File: src/rtl/cla_seq_adder.sv
// Sequential adder: consumes two operand bits per cycle through a 2-bit carry-lookahead slice.
// Define CLA_SEQ_ADDER_OVF_EN to add the signed-overflow output ovf.
module cla_seq_adder #(
    parameter int WIDTH = 16
) (
    input  logic             clk,
    input  logic             rst,
    input  logic             in_valid,
    output logic             in_ready,
    input  logic [WIDTH-1:0] a,
    input  logic [WIDTH-1:0] b,
    input  logic             cin,
    output logic             out_valid,
    input  logic             out_ready,
    output logic [WIDTH-1:0] sum,
    output logic             cout
`ifdef CLA_SEQ_ADDER_OVF_EN
    ,
    output logic             ovf
`endif
);

    localparam int CW = (WIDTH / 2 > 1) ? $clog2(WIDTH / 2) : 1;
    localparam logic [CW-1:0] LAST_SLICE = CW'(WIDTH / 2 - 1);

    typedef enum logic [1:0] {
        IDLE = 2'd0,
        RUN  = 2'd1,
        DONE = 2'd2
    } state_t;

    state_t           state_q, state_d;
    logic [CW-1:0]    cnt_q, cnt_d;
    logic             carry_q, carry_d;
    logic [WIDTH-1:0] a_q, a_d;
    logic [WIDTH-1:0] b_q, b_d;
    logic [WIDTH-1:0] sum_q, sum_d;
    logic             cout_q, cout_d;
    logic             ovf_q, ovf_d;

    logic [1:0]       p_s, g_s, slice_sum_s;
    logic             c1_s, c2_s;
    logic [WIDTH+1:0] sum_ext_s;

    // 2-bit carry-lookahead slice on the low operand bits
    always_comb begin
        p_s         = a_q[1:0] ^ b_q[1:0];
        g_s         = a_q[1:0] & b_q[1:0];
        c1_s        = g_s[0] | (p_s[0] & carry_q);
        c2_s        = g_s[1] | (p_s[1] & g_s[0]) | (p_s[1] & p_s[0] & carry_q);
        slice_sum_s = {p_s[1] ^ c1_s, p_s[0] ^ carry_q};
        // new slice bits enter at the MSB end; the first slice ends up at bits 1:0
        sum_ext_s   = {slice_sum_s, sum_q} >> 2;
    end

    // Next-state and datapath update
    always_comb begin
        state_d = state_q;
        cnt_d   = cnt_q;
        carry_d = carry_q;
        a_d     = a_q;
        b_d     = b_q;
        sum_d   = sum_q;
        cout_d  = cout_q;
        ovf_d   = ovf_q;
        case (state_q)
            IDLE: begin
                if (in_valid) begin
                    a_d     = a;
                    b_d     = b;
                    carry_d = cin;
                    cnt_d   = '0;
                    state_d = RUN;
                end else begin
                    state_d = IDLE;
                end
            end
            RUN: begin
                sum_d   = sum_ext_s[WIDTH-1:0];
                a_d     = a_q >> 2;
                b_d     = b_q >> 2;
                carry_d = c2_s;
                cnt_d   = cnt_q + CW'(1);
                if (cnt_q == LAST_SLICE) begin
                    state_d = DONE;
                    cout_d  = c2_s;
                    ovf_d   = c1_s ^ c2_s;
                end else begin
                    state_d = RUN;
                end
            end
            DONE: begin
                if (out_ready) begin
                    state_d = IDLE;
                end else begin
                    state_d = DONE;
                end
            end
            default: begin
                state_d = IDLE;
            end
        endcase
    end

    // State and datapath registers
    always_ff @(posedge clk or posedge rst) begin
        if (rst) begin
            state_q <= IDLE;
            cnt_q   <= '0;
            carry_q <= 1'b0;
            a_q     <= '0;
            b_q     <= '0;
            sum_q   <= '0;
            cout_q  <= 1'b0;
            ovf_q   <= 1'b0;
        end else begin
            state_q <= state_d;
            cnt_q   <= cnt_d;
            carry_q <= carry_d;
            a_q     <= a_d;
            b_q     <= b_d;
            sum_q   <= sum_d;
            cout_q  <= cout_d;
            ovf_q   <= ovf_d;
        end
    end

    assign in_ready  = (state_q == IDLE);
    assign out_valid = (state_q == DONE);
    assign sum       = sum_q;
    assign cout      = cout_q;
`ifdef CLA_SEQ_ADDER_OVF_EN
    assign ovf       = ovf_q;
`else
    logic unused_ovf_s;
    assign unused_ovf_s = ovf_q;
`endif

endmodule

File: config.mk
export PLATFORM = sky130hd
export DESIGN_NAME = cla_seq_adder
export DESIGN_NICKNAME = d
export VERILOG_FILES = /design/src/rtl/cla_seq_adder.sv
export SDC_FILE = /design/constraint.sdc
export NUM_CORES = 1
export LEC_CHECK = 0
export BUFFER_PORTS_ARGS = -buffer_cell sky130_fd_sc_hd__clkbuf_2
export CORE_MARGIN = 8
export CORE_UTILIZATION = 60
export CTS_BUF_LIST = sky130_fd_sc_hd__clkbuf_2 sky130_fd_sc_hd__clkbuf_4 sky130_fd_sc_hd__clkbuf_8
export DETAILED_ROUTE_END_ITERATION = 12
export PLACE_DENSITY = 0.95
export SLEW_MARGIN = 10
export SYNTH_ARGS = -nofsm -noshare
export SYNTH_HDL_FRONTEND = slang
export SYNTH_SLANG_ARGS = --single-unit
File: constraint.sdc
create_clock -name clk -period 5.1 [get_ports clk]
set_input_delay 1.02 -clock clk [delete_from_list [all_inputs] [get_ports clk]]
set_output_delay 1.02 -clock clk [all_outputs]
set_load 0.005 [all_outputs]
==> impl_summary.log, run 1 <==
[metrics] outcome: completed
[metrics] Synthesized Nets: 288
[metrics] cell with the largest stage delay on the worst path: sky130_fd_sc_hd__dfrtp_1
[metrics] average instance area after synthesis: 10.1 um^2
[metrics] switching power as a share of total power: 38.6%
[metrics] overflow left after global routing: 0
[metrics] Total Nets Final: 337
[metrics] Seq pwr share: 45.2%
[metrics] minimum clock period: 2.17 ns
[metrics] cell internal power dissipation: 0.000966 W
[metrics] Yosys warnings: 0
[metrics] area of the mapped netlist: 0.00248 mm^2
[metrics] power density normalized to cell area: 557 mW/mm^2
[metrics] post-place setup slack: 2.81 ns
[metrics] crit-path cells: nor2b_1 -> clkbuf_2
[metrics] Hold Path Sink: sum[1]
[metrics] number of antenna violations at the first check in global routing: 0
[metrics] top cell type's share of synthesized area: 55.4%
[metrics] number of fillers in the final layout: 299
[metrics] combined area of the multi-input logic cells: 967 um^2
[metrics] Sw Pwr: 0.000608 W
[metrics] Reg-to-Reg Start: state_q[0]
[metrics] achievable clock frequency: 461 MHz
[metrics] number of antenna diodes: 0
[metrics] Die Area: 0.00645 mm^2
[metrics] post-route clock period utilization: 42.6%
[metrics] routed wire length: 4.90 mm
[metrics] worst supply voltage drop on vdd: 0.000257 V
[metrics] most common cell after layout, fill and taps aside: sky130_fd_sc_hd__nand2_1
[metrics] Final Cell Area: 0.00283 mm^2
[metrics] standard-cell row count: 23
[metrics] total placed cells including tap cells: 338
[metrics] critical setup path kind: register to output pin
[metrics] detailed-route wire length per cell: 14.1 um
[metrics] worst skew pair latency: 0.30 ns
[metrics] DIE HEIGHT: 80.3 um
[metrics] count of input and output buffers: 55
[metrics] combined flip-flop and latch cell area: 0.00138 mm^2
[metrics] critical hold path startpoint: sum[1]
[metrics] worst reg-to-reg path cell count: 4
[metrics] wire length of the first global-routing pass: 8.00 mm
[metrics] post-route insts no fill: 346
[metrics] most used cells in the layout excluding fill and tap cells: sky130_fd_sc_hd__nand2_1 (88), sky130_fd_sc_hd__dfrtp_1 (55), sky130_fd_sc_hd__clkbuf_2 (55)
[metrics] final clock skew: 0.00676 ns
[metrics] initial drt markers: 162
[metrics] total clock buffers created by CTS: 5
[metrics] Setup Fix Bufs, Post-CTS: 0
[metrics] gr usage total: 15.7%
[metrics] core region area: 0.00400 mm^2
[metrics] Max Transition Viols Final: 0
[metrics] largest fanout on the critical path: 5
[metrics] minimum setup slack among reg-to-reg paths: 3.37 ns
[metrics] DR DRC count: 0
[metrics] number of resized instances in the post-cts repair step: 0
[metrics] via count of the first global-routing pass: 1709
[metrics] final setup vio count: 0
[metrics] Crit. End Element: output pin
[metrics] post-synthesis async set-or-reset flop share: 100%
[metrics] number of enable flip-flop cells after synthesis: 0
[metrics] post-layout worst setup margin: 2.93 ns
[metrics] transition time at the pin with the least slew margin: 0.993 ns
[metrics] slowest cell delay on critical path: 0.48 ns
[metrics] number of instances in the synthesized netlist: 246
[metrics] Final ANT Viol Nets: 0
[metrics] Layout area overhead: 13.8%
[metrics] launching element type of the critical path: register
[metrics] data arrival time at the worst-slack endpoint: 1.15 ns
[metrics] flip-flop and latch count after synthesis: 55
[metrics] Hold-fix buffers, CTS: 0
[metrics] H-tree depth: 2
[metrics] Relative slew margins: 33.8%
[metrics] DIE WIDTH: 80.3 um
[metrics] fraction of final layout cells sized beyond drive strength 1: 23.3%
[metrics] post-detailed-placement half-perimeter wirelength: 3.51 mm
[metrics] number of hold violations in the final report: 0
[metrics] clock slew at the register clock pins of the worst setup and hold paths: 0.09 ns
[metrics] worst hold path type: register to register
[metrics] RSZ-0062 raised after global routing: false
[metrics] IO Pins: 56
[metrics] end of the worst register-to-register path: cout
[metrics] Clock power frac: 16.5%
[metrics] Area contributors post-synth: sky130_fd_sc_hd__dfrtp_1 (55%), sky130_fd_sc_hd__nand2_1 (13%), sky130_fd_sc_hd__mux2i_1 (10%), sky130_fd_sc_hd__o21ai_1 (4.8%), sky130_fd_sc_hd__o21ai_0 (2.2%)
[metrics] Longest Clk Path Bufs: 2
[metrics] clock sink count: 55
[metrics] commonest register cell after synthesis: sky130_fd_sc_hd__dfrtp_1
[metrics] hold path depth: 2
[metrics] aggregate negative setup slack: 0 ns
[metrics] total vias in the final route: 1827
[metrics] sequential fraction of the synthesis area: 55.4%
[metrics] GP Congestion: 0.767
[metrics] MaxCap Viol Count: 0
[metrics] DR pass1 iterations: 4
[metrics] worst endpoint required time: 4.08 ns
[metrics] number of distinct library cells after synthesis: 26
[metrics] initial standard-cell utilization of the core: 62.1%
[metrics] part of the total power dissipated in combinational logic: 38.3%
[metrics] final hold slack: 0.495 ns
[metrics] Placed Instance Area: 0.00272 mm^2
[metrics] top cell type by total area after synthesis: sky130_fd_sc_hd__dfrtp_1
[metrics] master cell of the clock root buffer: sky130_fd_sc_hd__clkbuf_8
[metrics] clock tree from TritonCTS: done
[metrics] Vias/cell: 5.28
[metrics] pin count of the biggest net entering global routing: 65
[metrics] static leakage: 1.41 nW
kinds of logic (layout without fill, tap and decap cells):
| family | after synthesis | after routing | share of synthesized area (%) |
|---|---|---|---|
| buffers and inverters | 21 | 71 | 6.20 |
| XOR/XNOR | 1 | 1 | 0.353 |
| adder cells (fa/ha/maj) | 5 | 5 | 2.82 |
| AND/OR/NAND/NOR | 94 | 94 | 15.0 |
| multiplexers | 26 | 26 | 10.5 |
| flip-flops | 55 | 55 | 55.4 |
| AO/OA/AOI/OAI | 44 | 44 | 9.72 |
worst max path at each step:
| stage | slack [ns] | startpoint | endpoint |
|---|---|---|---|
| CTS | 2.92 | state_q[1] | out_valid |
| global placement | 2.86 | in_valid | a_q[13] |
| finish | 2.93 | state_q[1] | out_valid |
| floorplan | 2.74 | rst | a_q[0] |
| global route | 2.87 | state_q[1] | out_valid |
| detailed placement | 2.81 | in_valid | a_q[5] |
power by group through the flow:
| stage | combinational, W | clock, W | sequential, W |
|---|---|---|---|
| 2_1_floorplan | 0.000497 | 0 | 0.000696 |
| 3_3_place_gp | 0.000572 | 0 | 0.000711 |
| 3_5_place_dp | 0.000613 | 0 | 0.000719 |
| 4_1_cts | 0.000612 | 0.000266 | 0.000712 |
| 5_1_grt | 0.000688 | 0.000285 | 0.000734 |
| 6_report | 0.000603 | 0.000260 | 0.000712 |
flip-flops by register name, indices dropped and copies added (netlist names):
name	cells
a_q	16
sum	16
cnt_q	3
carry_q	1
state_q	2
cout	1
b_q	16
synthesized netlist by cell type, types with 2 or more instances:
library cell / number
sky130_fd_sc_hd__o311ai_1: 2
sky130_fd_sc_hd__o21ai_1: 24
sky130_fd_sc_hd__buf_2: 4
sky130_fd_sc_hd__nand2_1: 88
sky130_fd_sc_hd__inv_1: 5
sky130_fd_sc_hd__ha_1: 4
sky130_fd_sc_hd__nor2b_1: 2
sky130_fd_sc_hd__o21ai_0: 11
sky130_fd_sc_hd__dfrtp_1: 55
sky130_fd_sc_hd__a21oi_1: 2
sky130_fd_sc_hd__clkbuf_1: 2
sky130_fd_sc_hd__buf_6: 2
sky130_fd_sc_hd__mux2i_1: 26
sky130_fd_sc_hd__buf_4: 6
sky130_fd_sc_hd__buf_12: 2
through the flow:
step | total power (W) | util (%)
2_1_floorplan | 0.00119 | -
3_3_place_gp | 0.00128 | 68.1
3_5_place_dp | 0.00133 | 68.1
4_1_cts | 0.00159 | 70.7
5_1_grt | 0.00171 | 70.7
6_report | 0.00157 | 70.7
metal layers:
layer	wire [um]	up-vias	GRT usage [%]
met1	2060	869	19.9
met3	267	7	4.46
met4	61	0	6.55
met5	0	-	0
li1	-	908	-
met2	2500	43	24.5
worst max-delay path: cells and delay by family (launching register included):
kind,cells,cell delay [ns]
buf+inv,1,0.15
simple gates,1,0.22
flops,1,0.48
layout make-up:
type	count	share of cell area, %
inverters	5	0.664
flip-flops and latches	55	48.7
clock buffers	7	3.41
well taps	50	2.21
repair buffers	58	10.5
multi-input cells	170	34.2
clock inverters	1	0.266
Note: power is estimated with default switching activity, not from simulation.
==> inputs of run 2 (changes only) <==
--- a/config.mk
+++ b/config.mk
@@ -7,10 +7,10 @@
 export LEC_CHECK = 0
 export BUFFER_PORTS_ARGS = -buffer_cell sky130_fd_sc_hd__clkbuf_2
 export CORE_MARGIN = 8
-export CORE_UTILIZATION = 60
+export CORE_UTILIZATION = 50
 export CTS_BUF_LIST = sky130_fd_sc_hd__clkbuf_2 sky130_fd_sc_hd__clkbuf_4 sky130_fd_sc_hd__clkbuf_8
 export DETAILED_ROUTE_END_ITERATION = 12
-export PLACE_DENSITY = 0.95
+export PLACE_DENSITY = 0.87
 export SLEW_MARGIN = 10
 export SYNTH_ARGS = -nofsm -noshare
 export SYNTH_HDL_FRONTEND = slang
==> constraint.sdc (replaced) <==
create_clock -name clk -period 1.98 [get_ports clk]
set_input_delay 0.396 -clock clk [delete_from_list [all_inputs] [get_ports clk]]
set_output_delay 0.396 -clock clk [all_outputs]
set_load 0.005 [all_outputs]
==> impl_summary.log, run 2 (synthesis results as in run 1) <==
[metrics] largest fanout on the critical path: 5 (unchanged)
[metrics] Crit. End Element: output pin (unchanged)
[metrics] most used cells in the layout excluding fill and tap cells: sky130_fd_sc_hd__nand2_1 (88), sky130_fd_sc_hd__dfrtp_1 (55), sky130_fd_sc_hd__clkbuf_2 (55) (unchanged)
[metrics] post-route clock period utilization: 79.7%
[metrics] crit-path cells: nor2b_1 -> clkbuf_2 (unchanged)
[metrics] Final ANT Viol Nets: 0 (unchanged)
[metrics] static leakage: 1.46 nW (was 1.41 nW)
[metrics] minimum clock period: 1.58 ns
[metrics] via count of the first global-routing pass: 1832 (was 1709)
[metrics] Layout area overhead: 18.1% (was 13.8%)
[metrics] clock tree from TritonCTS: done (unchanged)
[metrics] minimum setup slack among reg-to-reg paths: 0.50 ns (was 3.37 ns)
[metrics] post-detailed-placement half-perimeter wirelength: 3.62 mm (was 3.51 mm)
[metrics] master cell of the clock root buffer: sky130_fd_sc_hd__clkbuf_8 (unchanged)
[metrics] total vias in the final route: 1790 (was 1827)
[metrics] achievable clock frequency: 634 MHz
[metrics] data arrival time at the worst-slack endpoint: 1.18 ns (was 1.15 ns)
[metrics] worst endpoint required time: 1.58 ns (was 4.08 ns)
[metrics] transition time at the pin with the least slew margin: 0.458 ns (was 0.993 ns)
[metrics] gr usage total: 13.9% (was 15.7%)
[metrics] wire length of the first global-routing pass: 8.25 mm (was 8.00 mm)
[metrics] Placed Instance Area: 0.00281 mm^2 (was 0.00272 mm^2)
[metrics] standard-cell row count: 25 (was 23)
[metrics] DIE HEIGHT: 86.5 um (was 80.3 um)
[metrics] core region area: 0.00475 mm^2 (was 0.00400 mm^2)
[metrics] fraction of final layout cells sized beyond drive strength 1: 24.3% (was 23.3%)
[metrics] outcome: completed (unchanged)
[metrics] worst hold path type: input pin to async pin (was register to register)
[metrics] number of antenna violations at the first check in global routing: 0 (unchanged)
[metrics] GP Congestion: 0.704 (was 0.767)
[metrics] count of input and output buffers: 55 (unchanged)
[metrics] cell with the largest stage delay on the worst path: sky130_fd_sc_hd__dfrtp_1 (unchanged)
[metrics] number of resized instances in the post-cts repair step: 0 (unchanged)
[metrics] Longest Clk Path Bufs: 2 (unchanged)
[metrics] aggregate negative setup slack: 0 ns (unchanged)
[metrics] launching element type of the critical path: register (unchanged)
[metrics] initial drt markers: 67 (was 162)
[metrics] most common cell after layout, fill and taps aside: sky130_fd_sc_hd__nand2_1 (unchanged)
[metrics] slowest cell delay on critical path: 0.49 ns (was 0.48 ns)
[metrics] Hold-fix buffers, CTS: 0 (unchanged)
[metrics] Vias/cell: 4.88 (was 5.28)
[metrics] DR DRC count: 0 (unchanged)
[metrics] worst supply voltage drop on vdd: 0.000542 V (was 0.000257 V)
[metrics] critical setup path kind: register to output pin (unchanged)
[metrics] end-of-flow core utilization: 61.7% (was 70.7%)
[metrics] number of fillers in the final layout: 411 (was 299)
[metrics] post-layout worst setup margin: 0.402 ns (was 2.93 ns)
[metrics] routed wire length: 4.94 mm (was 4.90 mm)
[metrics] Relative slew margins: 69.4% (was 33.8%)
[metrics] Setup Fix Bufs, Post-CTS: 0 (unchanged)
[metrics] clock slew at the register clock pins of the worst setup and hold paths: 0.10 ns (was 0.09 ns)
[metrics] IO Pins: 56 (unchanged)
[metrics] DR pass1 iterations: 4 (unchanged)
[metrics] detailed-route wire length per cell: 13.5 um (was 14.1 um)
[metrics] number of hold violations in the final report: 0 (unchanged)
[metrics] Die Area: 0.00748 mm^2 (was 0.00645 mm^2)
[metrics] Total Nets Final: 341 (was 337)
[metrics] overflow left after global routing: 0 (unchanged)
[metrics] H-tree depth: 2 (unchanged)
[metrics] total clock buffers created by CTS: 5 (unchanged)
[metrics] final setup vio count: 0 (unchanged)
[metrics] MaxCap Viol Count: 0 (unchanged)
[metrics] pin count of the biggest net entering global routing: 45 (was 65)
[metrics] final clock skew: 0.00586 ns (was 0.00676 ns)
[metrics] post-place setup slack: 0.507 ns (was 2.81 ns)
[metrics] power density normalized to cell area: 1470 mW/mm^2 (was 557 mW/mm^2)
[metrics] worst skew pair latency: 0.32 ns (was 0.30 ns)
[metrics] Final Cell Area: 0.00293 mm^2 (was 0.00283 mm^2)
[metrics] DIE WIDTH: 86.5 um (was 80.3 um)
[metrics] Max Transition Viols Final: 0 (unchanged)
[metrics] number of antenna diodes: 0 (unchanged)
[metrics] Critical path origin: state_q[1] (unchanged)
[metrics] clock sink count: 55 (unchanged)
[metrics] initial standard-cell utilization of the core: 52.2% (was 62.1%)
[metrics] Reg-to-Reg Start: state_q[1] (was state_q[0])
[metrics] RSZ-0062 raised after global routing: false (unchanged)
==> run 2: cell count changes in the layout (fill, tap and decap cells not counted) <==
cell                         delta
sky130_fd_sc_hd__buf_12         +3
sky130_fd_sc_hd__buf_4          +1
sky130_fd_sc_hd__bufinv_16      +1
sky130_fd_sc_hd__clkbuf_8       -1
sky130_fd_sc_hd__clkinvlp_4     -1
sky130_fd_sc_hd__inv_6          +1
==> run 2: cell type report <==
type                    instances  area, um^2  area share (%)
flip-flops and latches         55        1380            46.9
multi-input cells             170         967            33.0
repair buffers                 62         365            12.5
well taps                      67        83.8            2.86
clock buffers                   6        82.6            2.82
clock inverters                 2        38.8            1.32
inverters                       5        18.8           0.640
==> run 2: final timing paths <==
| check | end | cells after the start |
|---|---|---|
| hold / removal | a_q[0] | 3 |
| setup reg to reg | a_q[13] | 4 |
| min in group clk | b_q[14] | 3 |
| setup / recovery | out_valid | 2 |
| max in group asynchronous | state_q[0] | 3 |
| hold reg to reg | sum[0] | 2 |
==> run 2: layer usage <==
| metal | vias up | global-route usage, % | part of all wire, % |
|---|---|---|---|
| met2 | 38 | 23.1 | 50 |
| met1 | 833 | 16.4 | 44 |
| met4 | 0 | 5.16 | 1.4 |
| met3 | 8 | 4.35 | 5.4 |
| met5 | - | 0 | 0 |
| li1 | 911 | - | - |
==> run 2: stage by stage <==
step / hold slack (ns) / std cells / total power [W]
finish: 0.111 / 367 / 0.00430
detailed placement: 0.463 / 359 / 0.00357
global placement: 0.458 / 359 / 0.00347
CTS: 0.117 / 367 / 0.00436
floorplan: 0.449 / 246 / 0.00307
global route: 0.147 / 367 / 0.00466
==> run 2: critical path: cells and delay by family (launching register included) <==
family / cells / cell delay, ns
buffers and inverters: 1 / 0.15
DFF: 1 / 0.49
and+or+nand+nor: 1 / 0.23
==> run 2: power by group <==
part           total (W)  internal (W)  switching, W
Combinational    0.00168      0.000733      0.000951
Clock           0.000789      0.000416      0.000373
Sequential       0.00182       0.00155      0.000269
Total            0.00430       0.00270       0.00159
==> inputs of run 3 (changes only) <==
==> constraint.sdc (replaced) <==
create_clock -name clk -period 1.4 [get_ports clk]
set_input_delay 0.28 -clock clk [delete_from_list [all_inputs] [get_ports clk]]
set_output_delay 0.28 -clock clk [all_outputs]
set_load 0.005 [all_outputs]
==> impl_summary.log, run 3 (synthesis results as in run 1) <==
[metrics] outcome: finished, violations left (was completed)
[metrics] failing checks: negative setup slack
[metrics] core region area: 0.00475 mm^2 (unchanged)
[metrics] detailed-route wire length per cell: 13.8 um (was 13.5 um)
[metrics] Sw Pwr: 0.00238 W (was 0.00159 W)
[metrics] post-route clock period utilization: 100%
[metrics] most used cells in the layout excluding fill and tap cells: sky130_fd_sc_hd__nand2_1 (88), sky130_fd_sc_hd__dfrtp_1 (55), sky130_fd_sc_hd__clkbuf_2 (55) (unchanged)
[metrics] Total Nets Final: 347 (was 341)
[metrics] total placed cells including tap cells: 361 (was 359)
[metrics] number of hold violations in the final report: 0 (unchanged)
[metrics] most common cell after layout, fill and taps aside: sky130_fd_sc_hd__nand2_1 (unchanged)
[metrics] Seq pwr share: 38.7% (was 42.4%)
[metrics] cell internal power dissipation: 0.00426 W (was 0.00270 W)
[metrics] Die Area: 0.00748 mm^2 (unchanged)
[metrics] via count of the first global-routing pass: 1847 (was 1832)
[metrics] number of antenna diodes: 0 (unchanged)
[metrics] MaxCap Viol Count: 0 (unchanged)
[metrics] count of buffering cells on the critical path with inverters included: 2 (was 1)
[metrics] count of input and output buffers: 55 (unchanged)
[metrics] number of fillers in the final layout: 403 (was 411)
[metrics] post-layout worst setup margin: -0.00420 ns (was 0.402 ns)
[metrics] crit-path cells: buf_6 -> nor2b_4 -> clkbuf_2 (was nor2b_1 -> clkbuf_2)
[metrics] worst supply voltage drop on vdd: 0.00100 V (was 0.000542 V)
[metrics] number of antenna violations at the first check in global routing: 0 (unchanged)
[metrics] Layout area overhead: 24.5% (was 18.1%)
[metrics] data arrival time at the worst-slack endpoint: 1.12 ns (was 1.18 ns)
[metrics] Clock power frac: 18.5% (was 18.4%)
[metrics] clock sink count: 55 (unchanged)
[metrics] part of the total power dissipated in combinational logic: 42.8% (was 39.2%)
[metrics] final hold slack: 0.00597 ns (was 0.111 ns)
[metrics] clock tree from TritonCTS: done (unchanged)
[metrics] IO Pins: 56 (unchanged)
[metrics] Final ANT Viol Nets: 0 (unchanged)
[metrics] total vias in the final route: 1818 (was 1790)
[metrics] DR DRC count: 0 (unchanged)
[metrics] post-detailed-placement half-perimeter wirelength: 3.45 mm (was 3.62 mm)
[metrics] initial drt markers: 72 (was 67)
[metrics] DIE HEIGHT: 86.5 um (unchanged)
[metrics] RSZ-0062 raised after global routing: true (was false)
[metrics] critical setup path kind: register to output pin (unchanged)
[metrics] transition time at the pin with the least slew margin: 0.290 ns (was 0.458 ns)
[metrics] Longest Clk Path Bufs: 2 (unchanged)
[metrics] crit-path leading delay family: flip-flops (unchanged)
[metrics] master cell of the clock root buffer: sky130_fd_sc_hd__clkbuf_8 (unchanged)
[metrics] cell with the largest stage delay on the worst path: sky130_fd_sc_hd__dfrtp_1 (unchanged)
[metrics] achievable clock frequency: 712 MHz
[metrics] H-tree depth: 2 (unchanged)
[metrics] worst skew pair latency: 0.31 ns (was 0.32 ns)
[metrics] pin count of the biggest net entering global routing: 61 (was 45)
[metrics] power density normalized to cell area: 2150 mW/mm^2 (was 1470 mW/mm^2)
[metrics] largest fanout on the critical path: 4 (was 5)
[metrics] post-route insts no fill: 373 (was 367)
[metrics] total clock buffers created by CTS: 5 (unchanged)
[metrics] worst hold path type: input pin to async pin (unchanged)
[metrics] slowest cell delay on critical path: 0.42 ns (was 0.49 ns)
[metrics] worst endpoint required time: 1.12 ns (was 1.58 ns)
[metrics] total design power: 0.00664 W (was 0.00430 W)
[metrics] gr usage total: 13.6% (was 13.9%)
[metrics] minimum clock period: 1.40 ns
[metrics] launching element type of the critical path: register (unchanged)
[metrics] final setup vio count: 1 (was 0)
[metrics] clock slew at the register clock pins of the worst setup and hold paths: 0.10 ns (about the same)
[metrics] Relative slew margins: 80.7% (was 69.4%)
[metrics] initial standard-cell utilization of the core: 52.2% (unchanged)
[metrics] DIE WIDTH: 86.5 um (unchanged)
[metrics] Vias/cell: 4.87 (was 4.88)
[metrics] routed wire length: 5.14 mm (was 4.94 mm)
[metrics] standard-cell row count: 25 (unchanged)
[metrics] overflow left after global routing: 0 (unchanged)
[metrics] Crit. End Element: output pin (unchanged)
[metrics] final clock skew: 0.0105 ns (was 0.00586 ns)
[metrics] DR pass1 iterations: 4 (unchanged)
[metrics] Max Transition Viols Final: 0 (unchanged)
[metrics] wire length of the first global-routing pass: 8.04 mm (was 8.25 mm)
[metrics] fraction of final layout cells sized beyond drive strength 1: 26.8% (was 24.3%)
[metrics] static leakage: 1.52 nW (was 1.46 nW)
[metrics] switching power as a share of total power: 35.8% (was 37.1%)
[metrics] GP Congestion: 0.674 (was 0.704)
run 3: changes by cell type in the layout (fill, tap and decap cells not counted), sizes merged:
cell      previous run  this run
buf                  7        10
inv                  6         4
bufinv               1         2
clkbuf              61        63
clkinvlp             0         2
run 3: per-layer routing:
layer,share of wire [%],wire length (um),global-route usage (%)
met1,43,2190,14.8
met2,50,2550,23.2
met3,5.6,289,5.01
met4,2.3,119,6.26
met5,0,0,0
run 3: power by group through the flow:
stage          combinational, W  sequential [W]  clock [W]
2_1_floorplan           0.00181         0.00254          0
3_3_place_gp            0.00232         0.00256          0
3_5_place_dp            0.00242         0.00260          0
4_1_cts                 0.00245         0.00257    0.00126
5_1_grt                 0.00318         0.00266    0.00133
6_report                0.00284         0.00257    0.00123
run 3: layout make-up:
| type | instances | area (um^2) | area share, % |
|---|---|---|---|
| repair buffers | 68 | 487 | 15.7 |
| clock inverters | 3 | 67.6 | 2.19 |
| flip-flops and latches | 55 | 1380 | 44.5 |
| inverters | 5 | 22.5 | 0.728 |
| multi-input cells | 170 | 986 | 31.9 |
| well taps | 67 | 83.8 | 2.71 |
| clock buffers | 5 | 68.8 | 2.23 |
run 3: final timing paths:
kind	depth (start not counted)	startpoint	endpoint	slack [ns]
worst max-delay path	3	state_q[1]	out_valid	-0.004
worst min-delay path	3	rst	cnt_q[2]	0.006
worst max register to register	4	state_q[1]	a_q[12]	0.03
worst min register to register	2	sum[1]	sum[1]	0.49
max in group asynchronous	3	rst	b_q[2]	1.14
min in group clk	3	b[0]	b_q[0]	0.17
run 3: timing repair:
action,in CTS,in global routing
buffers inserted,0,1
gates resized for setup,4,5
hold buffers,0,0
cloned,0,3
pin swaps,0,0
endpoints found under the hold margin,0,0
setup endpoints to repair,2,20
run 3: metrics by stage:
step                 TNS, ns  utilization, %  instance area, um^2  setup WS [ns]
finish              -0.00420            65.0                 3090       -0.00420
global route          -0.341            65.0                 3090        -0.0553
CTS                  -0.0142            62.7                 2980       -0.00737
detailed placement         0            59.5                 2830         0.0521
global placement           0            59.5                 2830         0.0849
floorplan                  0               -                 2490          0.143
run 3: worst reg2reg max path, cell delays in order (launching register included):
cell and delay, ns:
sky130_fd_sc_hd__dfrtp_1 0.43, sky130_fd_sc_hd__nor3b_4 0.24, sky130_fd_sc_hd__buf_12 0.27, sky130_fd_sc_hd__mux2i_1 0.24, sky130_fd_sc_hd__o21ai_1 0.08
